**config.mk**
```make
export PLATFORM = sky130hd
export DESIGN_NAME = display_scan_ctrl
export DESIGN_NICKNAME = d
export VERILOG_FILES = /design/src/rtl/display_scan_ctrl.sv
export SDC_FILE = /design/constraint.sdc
export NUM_CORES = 1
export LEC_CHECK = 0
export CORE_MARGIN = 2
export CORE_UTILIZATION = 40
export DETAILED_ROUTE_END_ITERATION = 8
export PLACE_DENSITY = 0.65
export SYNTH_ARGS = -nofsm -noshare
export SYNTH_HDL_FRONTEND = slang
export SYNTH_SLANG_ARGS = --single-unit
```
**constraint.sdc**
```tcl
create_clock -name clk -period 3.2 [get_ports clk]
set_clock_uncertainty 0.1 [all_clocks]
set_input_delay 0.64 -clock clk [delete_from_list [all_inputs] [get_ports clk]]
set_output_delay 0.64 -clock clk [all_outputs]
set_load 0.02 [all_outputs]
```
**src/rtl/display_scan_ctrl.sv**
```systemverilog
// Avalon-MM 7-segment scan controller: shadow/display double buffer, one shared
// hex decoder, per-digit blanking and PWM brightness, registered pin outputs.
module display_scan_ctrl #(
    parameter int NDIGITS        = 4,
    parameter int PRESCALE       = 50000,
    parameter bit INVERT         = 1'b0,
    parameter bit DIG_ACTIVE_LOW = 1'b1
) (
    input  logic               clk,
    input  logic               reset,
    input  logic               chipselect,
    input  logic [1:0]         address,
    input  logic               read,
    input  logic               write,
    input  logic [31:0]        writedata,
    output logic [31:0]        readdata,
    output logic [6:0]         seg,
    output logic [NDIGITS-1:0] dig,
    output logic               frame_tick
);

    localparam int SUB_N = PRESCALE / 16;
    localparam int SUB_W = (SUB_N > 1) ? $clog2(SUB_N) : 1;
    localparam int IDX_W = (NDIGITS > 1) ? $clog2(NDIGITS) : 1;
    localparam int DW    = 4 * NDIGITS;

    localparam logic [SUB_W-1:0]   SUB_MAX = SUB_W'(SUB_N - 1);
    localparam logic [IDX_W-1:0]   IDX_MAX = IDX_W'(NDIGITS - 1);
    localparam logic [6:0]         SEG_OFF = {7{INVERT}};
    localparam logic [NDIGITS-1:0] DIG_OFF = {NDIGITS{DIG_ACTIVE_LOW}};

    typedef enum logic [1:0] {
        REG_DATA   = 2'd0,
        REG_CTRL   = 2'd1,
        REG_BRIGHT = 2'd2,
        REG_STATUS = 2'd3
    } reg_addr_t;

    logic [DW-1:0]      shadow;
    logic [DW-1:0]      buffer;
    logic               enable;
    logic [NDIGITS-1:0] blank;
    logic [3:0]         duty;
    logic [SUB_W-1:0]   sub;
    logic [3:0]         phase;
    logic [IDX_W-1:0]   idx;

    logic               wr_en;
    logic               rd_en;
    logic               sub_wrap;
    logic               frame_end;
    logic               lit;
    logic [3:0]         nibble;
    logic [6:0]         seg_on;
    logic [NDIGITS-1:0] dig_on;
    logic [31:0]        rd_mux;
    logic               unused_wdata;

    function automatic logic [6:0] hex_to_seg(input logic [3:0] v);
        case (v)
            4'h0: return 7'h3F;
            4'h1: return 7'h06;
            4'h2: return 7'h5B;
            4'h3: return 7'h4F;
            4'h4: return 7'h66;
            4'h5: return 7'h6D;
            4'h6: return 7'h7D;
            4'h7: return 7'h07;
            4'h8: return 7'h7F;
            4'h9: return 7'h67;
            4'hA: return 7'h77;
            4'hB: return 7'h7C;
            4'hC: return 7'h39;
            4'hD: return 7'h5E;
            4'hE: return 7'h79;
            default: return 7'h71;
        endcase
    endfunction

    assign wr_en        = chipselect & write;
    assign rd_en        = chipselect & read;
    assign unused_wdata = ^writedata;

    assign sub_wrap  = (sub == SUB_MAX);
    assign frame_end = enable && sub_wrap && (phase == 4'hF) && (idx == IDX_MAX);

    // The very first clock of every slot stays dark so the previous digit's
    // segments never bleed into the newly selected digit.
    assign lit    = enable && !blank[idx] && (phase <= duty) && !((sub == '0) && (phase == 4'd0));
    assign nibble = buffer[4*idx +: 4];
    assign seg_on = lit ? hex_to_seg(nibble) : 7'h00;
    assign dig_on = lit ? (NDIGITS'(1) << idx) : '0;

    always_comb begin
        // NOTE: default every always_comb output first; a path that skips an
        // assignment would otherwise infer a latch.
        rd_mux = '0;
        case (reg_addr_t'(address))
            REG_DATA:   rd_mux[DW-1:0] = shadow;
            REG_CTRL: begin
                rd_mux[0]            = enable;
                rd_mux[8 +: NDIGITS] = blank;
            end
            REG_BRIGHT: rd_mux[3:0] = duty;
            REG_STATUS: begin
                rd_mux[2:0] = 3'(idx);
                rd_mux[8]   = enable;
            end
            default:    rd_mux = '0;
        endcase
    end

    // NOTE: all state below uses non-blocking assignments so every register
    // samples pre-edge values; the buffer copy relies on this to take the
    // shadow as it was before a write landing on the same edge.
    always_ff @(posedge clk) begin
        if (reset) begin
            shadow     <= '0;
            buffer     <= '0;
            enable     <= 1'b0;
            blank      <= '0;
            duty       <= 4'hF;
            sub        <= '0;
            phase      <= 4'd0;
            idx        <= '0;
            frame_tick <= 1'b0;
            readdata   <= '0;
            seg        <= SEG_OFF;
            dig        <= DIG_OFF;
        end else begin
            if (!enable) begin
                sub   <= '0;
                phase <= 4'd0;
                idx   <= '0;
            end else if (sub_wrap) begin
                sub <= '0;
                if (phase == 4'hF) begin
                    phase <= 4'd0;
                    idx   <= (idx == IDX_MAX) ? '0 : idx + IDX_W'(1);
                end else begin
                    phase <= phase + 4'd1;
                end
            end else begin
                sub <= sub + SUB_W'(1);
            end

            if (!enable || frame_end)
                buffer <= shadow;

            frame_tick <= frame_end;
            seg        <= seg_on ^ SEG_OFF;
            dig        <= dig_on ^ DIG_OFF;

            if (rd_en)
                readdata <= rd_mux;

            if (wr_en) begin
                case (reg_addr_t'(address))
                    REG_DATA:   shadow <= writedata[DW-1:0];
                    REG_CTRL: begin
                        enable <= writedata[0];
                        blank  <= writedata[8 +: NDIGITS];
                    end
                    REG_BRIGHT: duty <= writedata[3:0];
                    default: ;
                endcase
            end
        end
    end

endmodule

```
After elaboration in Yosys (flattened, before gate mapping):

Memory sizes are Yosys's and may differ from the RTL's. A register that Yosys moved wholly into a read port is not among the register bits.
Cells that the tools add are included.

* output and inout bits: 44
* word-level logic and storage cells: 63
* input port bits: 39
* memory bits (read-only): 112
* memories kept: 1
* flip-flop bits (word level): 80

Memories
* (name not given): depth 16, width 7, rd ports 1, clocked after memory_dff 1, write ports 0, RTL line 60 `case (v)`

* equal/unequal tests: 6
* shift operators: 2
* reductions and logical operators: 21
* add/sub/neg operators: 3
* bitwise gates (word level): 5
* order comparisons: 2
* muxes and demuxes: 12

Operators with widths (count)
* $mux W4: 4
* $shiftx A16 B5 Y4: 1
* $add A12 B1 Y12 const B: 1
* $eq A12 B12 Y1 const B: 1
* $logic_not A12 Y1: 1
* $reduce_and A2 Y1: 4
* $logic_and A1 B1 Y1: 7
* $eq A2 B2 Y1 const B: 3
* $pmux W2 S3: 1
* $pmux W3 S2: 1
* $add A4 B1 Y4 const B: 1
* $eq A4 B4 Y1 const B: 1
* $le A4 B4 Y1: 1
* $logic_not A4 Y1: 1
* $not A4 Y4: 1
* $pmux W1 S4: 1
* $reduce_or A2 Y1: 2
* $shl A1 B2 Y4 const A: 1
* $logic_not A1 Y1: 3
* $lt A2 B3 Y1 const B: 1
* $pmux W1 S3: 1
* $reduce_or A3 Y1: 1
* $add A2 B1 Y2 const B: 1
* $and A1 B1 Y1: 2
* 8 further kinds: 9

Depth between registers and ports, before layout:

Gate-level depths: netlist of run 1.

* depth after elaboration: 8
* mapped depth: 9

Worst setup path after synthesis of run 1:

Ideal clock, no wire load.

* path type: register to register
* from: register sub[3]
* to: register buffer[10]
* buffers on the path: 2
* stages on the path, launching flop included: 8
* setup slack: 1.093 ns
* arrival: 1.880 ns
* cell sequence: dfxtp_1 -> or4_4 -> nor4_4 -> a21boi_0 -> buf_2 -> buf_6 -> mux2i_1 -> nor2_1

* word-level cells in the longest chain between the ends: 5

Ends and longest elaborated chain
* from (decl): RTL line 44 `logic [SUB_W-1:0] sub;`
* from (signal assigned): RTL line 144 `sub <= sub + SUB_W'(1);`
* $eq A12 B12 Y1: RTL line 84 `assign sub_wrap = (sub == SUB_MAX);`
* $logic_and A1 B1 Y1 (3 in series): RTL line 85 `assign frame_end = enable && sub_wrap && (phase == 4'hF) && (idx == IDX_MAX);`
* $logic_or A1 B1 Y1: RTL line 147 `if (!enable || frame_end)`
* to (signal assigned): RTL line 148 `buffer <= shadow;`
* to (decl): RTL line 40 `logic [DW-1:0] buffer;`

No other way between the ends.
A chain may end at the register's enable or synchronous reset.

Final worst setup path of run 1:

* from: register idx[0]
* to: register seg[3]

* word-level cells in the longest chain between the ends: 8
* elaborated cells on any way between the ends: 9
* those cells by class: 1 x shift; 2 x mux; 1 x bitwise; 5 x reduce/logical

Ends and longest elaborated chain
* from (decl): RTL line 46 `logic [IDX_W-1:0] idx;`
* from (signal assigned): RTL line 139 `idx <= (idx == IDX_MAX) ? '0 : idx + IDX_W'(1);`
* $bmux W1 S2: RTL line 89 `assign lit = enable && !blank[idx] && (phase <= duty) && !((sub == '0) && (phase == 4'd0));`
* $mux W1 (implied by the code): RTL line 89
* $logic_not A1 Y1: RTL line 89
* $logic_and A1 B1 Y1 (3 in series): RTL line 89
* $not A1 Y1 (no source line)
* $reduce_or A2 Y1 (no source line)
* to (decl): RTL line 17 `output logic [6:0] seg,`

Parallel ways exist; a longest one is shown, timed or not. The select of a mux whose other input is x is not followed.

==> results of run 1 <==
-- final cells by class --
type	count	area (µm²)	area share [%]
Inverter	20	75.1	1.59
Clock inverter	7	76.3	1.62
Multi-Input combinational cell	310	1990	42.2
Clock buffer	9	124	2.63
Tap cell	133	166	3.53
Sequential cell	87	1740	36.9
Timing Repair Buffer	56	541	11.5
-- cell families (layout without fill, tap and decap cells) --
group                      after synthesis  after routing
adders and majority gates               19             19
DFF                                     87             87
other                                    1             16
AOI/OAI and AO/OA                       57             57
and+or+nand+nor                        171            171
buffers and inverters                   61             92
muxes                                   35             35
xor gates and xnor gates                12             12
-- cell usage in the layout (no fill, tap or decap), types with 4 or more instances in the layout --
master,n
nand3_1,7
nor3_1,10
mux2i_1,27
mux4_2,5
clkbuf_8,9
xnor2_1,9
nor2_1,66
nand2_1,52
a211o_1,4
clkdlybuf4s50_1,49
a22oi_1,12
and3_1,8
dfxtp_1,87
nand4_1,5
nor2b_1,4
inv_1,20
o21ai_0,5
ha_1,19
conb_1,16
buf_4,6
nand2b_1,5
a21oi_1,28
-- how the worst min path moves through the flow --
stage / end / slack, ps / depth (start not counted)
after floorplan: sub[0]$_SDFF_PP0_ / 330 / 1
after global placement: sub[0]$_SDFF_PP0_ / 340 / 1
after detailed placement: sub[0]$_SDFF_PP0_ / 360 / 1
after CTS: sub[0]$_SDFF_PP0_ / 380 / 1
after global routing: duty[1]$_SDFFE_PP1P_ / 400 / 1
final: sub[0]$_SDFF_PP0_ / 370 / 1
-- layer usage --
| layer | global-route usage (%) | up-vias | routed length (µm) |
|---|---|---|---|
| li1 | - | 1544 | - |
| met1 | 20.4 | 1425 | 3920 |
| met2 | 25.6 | 77 | 3770 |
| met3 | 3.96 | 9 | 435 |
| met4 | 4.92 | 0 | 99 |
| met5 | 0 | - | 0 |
-- state kept, by name, summed over array words and instances (netlist names) --
signal and cells:
seg 7, sub 12, phase 4, shadow 16, duty 4, idx 2
dig 4, blank 4, buffer 16, frame_tick 1, enable 1, readdata 16
-- through the flow --
| step | total power (W) | hold slack, ps |
|---|---|---|
| floorplan | 0.00122 | 330 |
| global placement | 0.00126 | 342 |
| detailed placement | 0.00126 | 355 |
| CTS | 0.00202 | 378 |
| global route | 0.00208 | 399 |
| finish | 0.00200 | 373 |
-- worst register-to-register path: cells and delay by family (launching register included) --
| family | cells | cell delay [ps] |
|---|---|---|
| muxes | 1 | 650 |
| adders and majority gates | 1 | 290 |
| DFF | 1 | 700 |
| and+or+nand+nor | 2 | 310 |
| AOI/OAI and AO/OA | 1 | 120 |
| buffers and inverters | 1 | 160 |
-- power groups by stage --
| stage | registers, W | clock network, W | logic [W] |
|---|---|---|---|
| after floorplan | 0.00113 | 0 | 0.0000929 |
| after global placement | 0.00113 | 0 | 0.000131 |
| after detailed placement | 0.00113 | 0 | 0.000132 |
| after CTS | 0.00111 | 0.000786 | 0.000133 |
| after global routing | 0.00111 | 0.000827 | 0.000145 |
| final | 0.00111 | 0.000763 | 0.000132 |
==> results.md, run 1 <==
* Pre-CTS WS at 586 ps
* Initial antenna violation count at 0
* Setup crit end kind: flip-flop
* CP cell instances: mux4_2 > inv_1 > ha_1 > nor3_1 > nor2_1 > o211a_1
* Starting Density at between 40% and 50%
* Crit path depth at 6
* Compound-Gate Fraction of Synth Area at 9.12%
* Switching Fraction at between 20% and 30%
* Tmin final at 2430 ps
* FF-to-FF End: seg[3]$_SDFF_PP0_
* First-pass GRT wire length at 13900 µm
* Clock sink total at between 80 and 90
* RSZ-0062 raised after global routing: no
* Largest family of logic cells by synthesized area: simple AND/OR/NAND/NOR gates
* Core area at 9680 µm²
* TritonCTS clock tree: built
* Post-synth top area share at 43.9%
* All-Layer GR Usage at 15.7%
* Max stage delay on crit path at 700 ps
* Fin Setup TNS at 0 ps
* Tcrit/Tclk final at 75.9%
* # diodes at 0
* Reg2Reg Depth at 6
* Yosys cell types at 42
* Clock Power Share at 38.1%
* Commonest cells post-synth: dfxtp_1 (87), nor2_1 (66), nand2_1 (52)
* Hold_buf cts at 0
* Top delay family on crit path: flip-flops
* Fill cells at 942
* DIE WIDTH at 104 µm
* Die H at 104 µm
* Setup Viol. Count Final at 0
* CTS Buffer Depth at 2
* CP max stage cell: dfxtp_1
* Vias per cell at 4.91
* Worst VDD drop at 0.165 mV
* Die ar. at 10700 µm²
* Number of synthesized flops with an enable pin at 0
* Sequential fraction of the synthesis area at 43.9%
* Combinational group share of total power at 6.6%
* Worst setup endpoint: seg[3]$_SDFF_PP0_
* Design area at 4710 µm²
* Post-DP HPWL at between 5000 and 6000 µm
* I/O Buffers at 50
* Pint at 0.00146 W
* CTS H-tree depth at 3
* Postcts setup bufs at 0
* Gpl congestion at 0.771
* Fraction of layout cells with a size suffix above 1 at about 7.6%
* Data arrival, critical path at around 2600 ps
* XOR/XNOR share of the synthesized area at 2.65%
* Reg2reg setup slack at 770 ps
* Post-DRT Antenna Nets at 0
* Clk Latency, worst-skew pair at 370 ps
* I/O pins at 83
* Final Non-Filler Cells at 622
* DP Area at 4510 µm²
* Vias at 3055
* Final setup margin at 771 ps
* Final hold violations at 0
* CTS Buf Count at 9
* Worst-path clk slew at approximately 100 ps
* Worst EP required at 3370 ps
* Cell count after synthesis at 443
* Pins Over Slew Limit at 0
* Async SR Flop Fraction at 0%
* Crit path buffers/inverters at 1
* Root buffer cell: clkbuf_8
* Reg2reg start: idx[0]$_SDFFE_PP0P_
* Max Clock Freq at slightly above 0.4 GHz
* Mapped Area at about 4000 µm²
* Layout overhead on the synthesized area at 18.9%
* Mux contribution to synthesized area at 10.5%
* DR DRC count at 0
* Starting DRT DRC Count at 119
* Post-layout util at roughly half
* Post_cts resized at 0
* Post-Synth Adder-Cell Area at 5.99%
* MaxCap Viol Count at 0
* Seq pwr share at 55.2%
* Hold_sp: sub[0]$_SDFF_PP0_
* Placed cells at 606
* Rel. slew slack at 23.9%
* Synth area leaders: dfxtp_1 (44%), mux2i_1 (6.8%), nor2_1 (6.2%), ha_1 (6.0%), nand2_1 (4.9%)
* Final Routed Wirelength at 8220 µm
* Critical Path Start: idx[0]$_SDFFE_PP0P_
* CP startpoint kind: flip-flop
* DRT Pass-1 Iters at 4
* Worst-path fanout max at 11
* Most used DFF post-synth: dfxtp_1
* Synth area leader: dfxtp_1
* Hold crit path type: reg2reg
* Avg Synthesized Cell Area at 8.95 µm²
* Pwr Density at 425 nW/µm²
* Synthesized flop and latch total at 87
* GRT Residual Overflow at 0
* Slew at the pin closest to its max-slew limit at 1130 ps
* Crit Path Class: reg2reg
* Synth Area in Simple Gates at around a fifth
* Lkg Pwr at 1.75 nW
* WL/cell at 13.2 µm
* Outcome: complete, no violations
* Pin count of the biggest net entering global routing at 59
* Psw at 0.000541 W
* Nets@finish at 542
* Most common cell in the netlist: dfxtp_1
* Core Rows at 36
* Vias in the first global route at 2898
* Ys Warns at 0
No activity file was read; power rests on OpenSTA's default activity.
==> run 2, diff against run 1 <==
PLACE_DENSITY = 0.68   (was 0.65)
clock period = 2.1 ns   (was 3.2 ns; I/O delays follow)
==> run 2 against run 1 <==
Effect of this change: the flow now finishes with violations (negative setup slack); global-route usage is 0.11 points higher; count of clock-buffer cells in the layout stayed put; utilization is 3.0 points higher; flip-flop and latch count stayed put; hold slack worse by 15 ps; clock power is 53% higher; total power is 53% higher; highest routed layer unchanged.
==> results.md, run 2 (synthesized netlist as in run 1, its figures left out) <==
* RSZ-0062 raised after global routing: yes
* TritonCTS clock tree: built
* Gpl congestion at 0.797 (+3.3%)
* Final setup margin at -7.30 ps (-778 ps)
* Slew at the pin closest to its max-slew limit at 1020 ps (-114 ps)
* Worst Hold Path EP: frame_tick$_SDFF_PP0_
* Post-DRT Antenna Nets at 0 (unchanged)
* Setup crit end kind: flip-flop
* Pins Over Slew Limit at 0 (unchanged)
* Core Rows at 36 (unchanged)
* Pwr Density at 614 nW/µm² (+45%)
* Reg2Reg Depth at 6 (unchanged)
* Combinational group share of total power at 6.9% (+0.3 points)
* Seq pwr share at 54.9% (-0.3 points)
* Hold_sp: reset
* Failing checks: negative setup slack
* FF-to-FF End: phase[3]$_SDFFE_PP0N_
* Hold crit path type: in2reg
* Initial antenna violation count at 0 (unchanged)
* # diodes at 0 (unchanged)
* I/O Buffers at 50 (unchanged)
* Largest registers: buffer (16), readdata (16), shadow (16)
* Vias in the first global route at 2947 (+1.7%)
* Clk Latency, worst-skew pair at 360 ps (about the same)
* DRT Pass-1 Iters at 4 (unchanged)
* Die H at 104 µm (unchanged)
* Final Routed Wirelength at 8640 µm (+5.2%)
* WL/cell at 13.2 µm (about the same)
* Starting DRT DRC Count at 118 (-0.84%)
* Placed cells at 634 (+4.6%)
* Final hold violations at 0 (unchanged)
* Tmin final at 2110 ps (-322 ps)
* CP startpoint kind: flip-flop
* Lkg Pwr at 1.93 nW (+10%)
* MaxCap Viol Count at 0 (unchanged)
* Final Non-Filler Cells at 654 (+5.1%)
* Die ar. at 10700 µm² (unchanged)
* I/O pins at 83 (unchanged)
* Vias per cell at 4.90 (-0.19%)
* Layout overhead on the synthesized area at 26.1%
* Tcrit/Tclk final at 100% (+24 points)
* Max Clock Freq at 0.475 GHz (+15%)
* Vias at 3206 (+4.9%)
* Hold-critical path depth at 3 (+2)
* Worst EP required at 2290 ps (-1080 ps)
* Commonest cells after routing, fill and taps aside: dfxtp_1 (85), nor2_1 (66), nand2_1 (52), clkdlybuf4s50_1 (49), buf_4 (35)
* Switching Fraction at 27.4% (+0.34 points)
* First-pass GRT wire length at 14000 µm (+0.40%)
* Crit Path Class: reg2reg
* Core area at 9680 µm² (unchanged)
* Pint at 0.00223 W (+53%)
* Worst-path fanout max at 3 (-8)
* Reg2reg setup slack at -7 ps (-780 ps)
* Data arrival, critical path at 2300 ps (-300 ps)
* Rel. slew slack at 31.4% (+7.5 points)
* Worst-path clk slew at 100 ps (about the same)
* Psw at 0.000840 W (+55%)
* DR DRC count at 0 (unchanged)
* Root buffer cell: clkbuf_8
* Fraction of layout cells with a size suffix above 1 at 13.8% (+6.3 points)
* Fin Setup TNS at -7.30 ps (-7.30 ps)
* CTS H-tree depth at 3 (unchanged)
* Clock sink total at 87 (unchanged)
* Worst VDD drop at 0.409 mV (+150%)
* Clock Power Share at 38.2% (about the same)
* Outcome: complete, but fails checks
* Setup Viol. Count Final at 1 (+1)
* Reg2reg start: sub[9]$_SDFF_PP0_
* DIE WIDTH at 104 µm (unchanged)
* Post-DP HPWL at 6260 µm (+5.8%)
* Pin count of the biggest net entering global routing at 58 (-1.7%)
* CTS Buf Count at 9 (unchanged)
* CTS Buffer Depth at 2 (unchanged)
* Starting Density at 41.0% (unchanged)
* All-Layer GR Usage at 15.8% (+0.11 points)
* Leading cell type in the layout, fill and taps excluded: dfxtp_1
* GRT Residual Overflow at 0 (unchanged)
* Nets@finish at 574 (+5.9%)
-- run 2: cell count changes in the layout (fill, tap and decap cells not counted), moves of 2 or more --
| cell | change |
|---|---|
| dfxtp_2 | +2 |
| buf_4 | +29 |
| dfxtp_1 | -2 |
| buf_12 | +3 |
-- run 2: cell type report --
class / count / area, µm²
Tap cell: 133 / 166
Timing Repair Buffer: 88 / 818
Clock buffer: 9 / 124
Fill cell: 905 / 4680
Multi-Input combinational cell: 310 / 2000
Clock inverter: 7 / 73.8
Inverter: 20 / 75.1
Sequential cell: 87 / 1740
-- run 2: power by group through the flow --
stage | logic (W) | registers (W) | clock network, W
finish | 0.000213 | 0.00168 | 0.00117
global route | 0.000231 | 0.00169 | 0.00126
CTS | 0.000213 | 0.00168 | 0.00119
detailed placement | 0.000212 | 0.00172 | 0
global placement | 0.000209 | 0.00172 | 0
floorplan | 0.000142 | 0.00172 | 0
-- run 2: layer usage --
layer  part of all wire (%)  wire [µm]  up-vias  track usage, %
li1                       -          -     1614               -
met5                      0          0        -               0
met4                   0.74         64        0            3.86
met3                    5.2        453        5            4.41
met2                     46       4020       87            25.3
met1                     48       4110     1500            21.2
-- run 2: worst max path at each step --
stage                                 start                   endpoint  cells after the start
after floorplan           sub[3]$_SDFF_PP0_      phase[3]$_SDFFE_PP0N_                      5
after global placement           address[0]  readdata[15]$_SDFFE_PP0P_                      4
after detailed placement         address[0]   readdata[6]$_SDFFE_PP0P_                      4
after CTS                 sub[9]$_SDFF_PP0_        idx[0]$_SDFFE_PP0P_                      5
after global routing      sub[9]$_SDFF_PP0_      phase[3]$_SDFFE_PP0N_                      6
final                     sub[9]$_SDFF_PP0_      phase[3]$_SDFFE_PP0N_                      6
-- run 2: critical path: stages, from the launching register on --
cell	delay [ps]
dfxtp_2	340
or4_4	560
nor4_4	310
buf_4	180
nand2_2	40
or4_1	390
a21oi_1	120
-- run 2: metrics by stage --
step | cell area, µm² | power [W] | setup slack, ps | utilization (%) | hold WS, ps
2_1_floorplan | 4020 | 0.00186 | 10.5 | - | 330
3_3_place_gp | 4760 | 0.00193 | -92.7 | 49.2 | 348
3_5_place_dp | 4760 | 0.00193 | -187 | 49.2 | 363
4_1_cts | 4990 | 0.00308 | -9.83 | 51.6 | 357
5_1_grt | 5000 | 0.00318 | -75.3 | 51.7 | 366
6_report | 5000 | 0.00307 | -7.30 | 51.7 | 358
-- run 2: repair_timing --
item / CTS / global route
pin swaps: 6 / 2
endpoints found under the setup margin: 29 / 16
setup buffers: 3 / 1
hold buffers: 0 / 0
gates resized for setup: 3 / 1
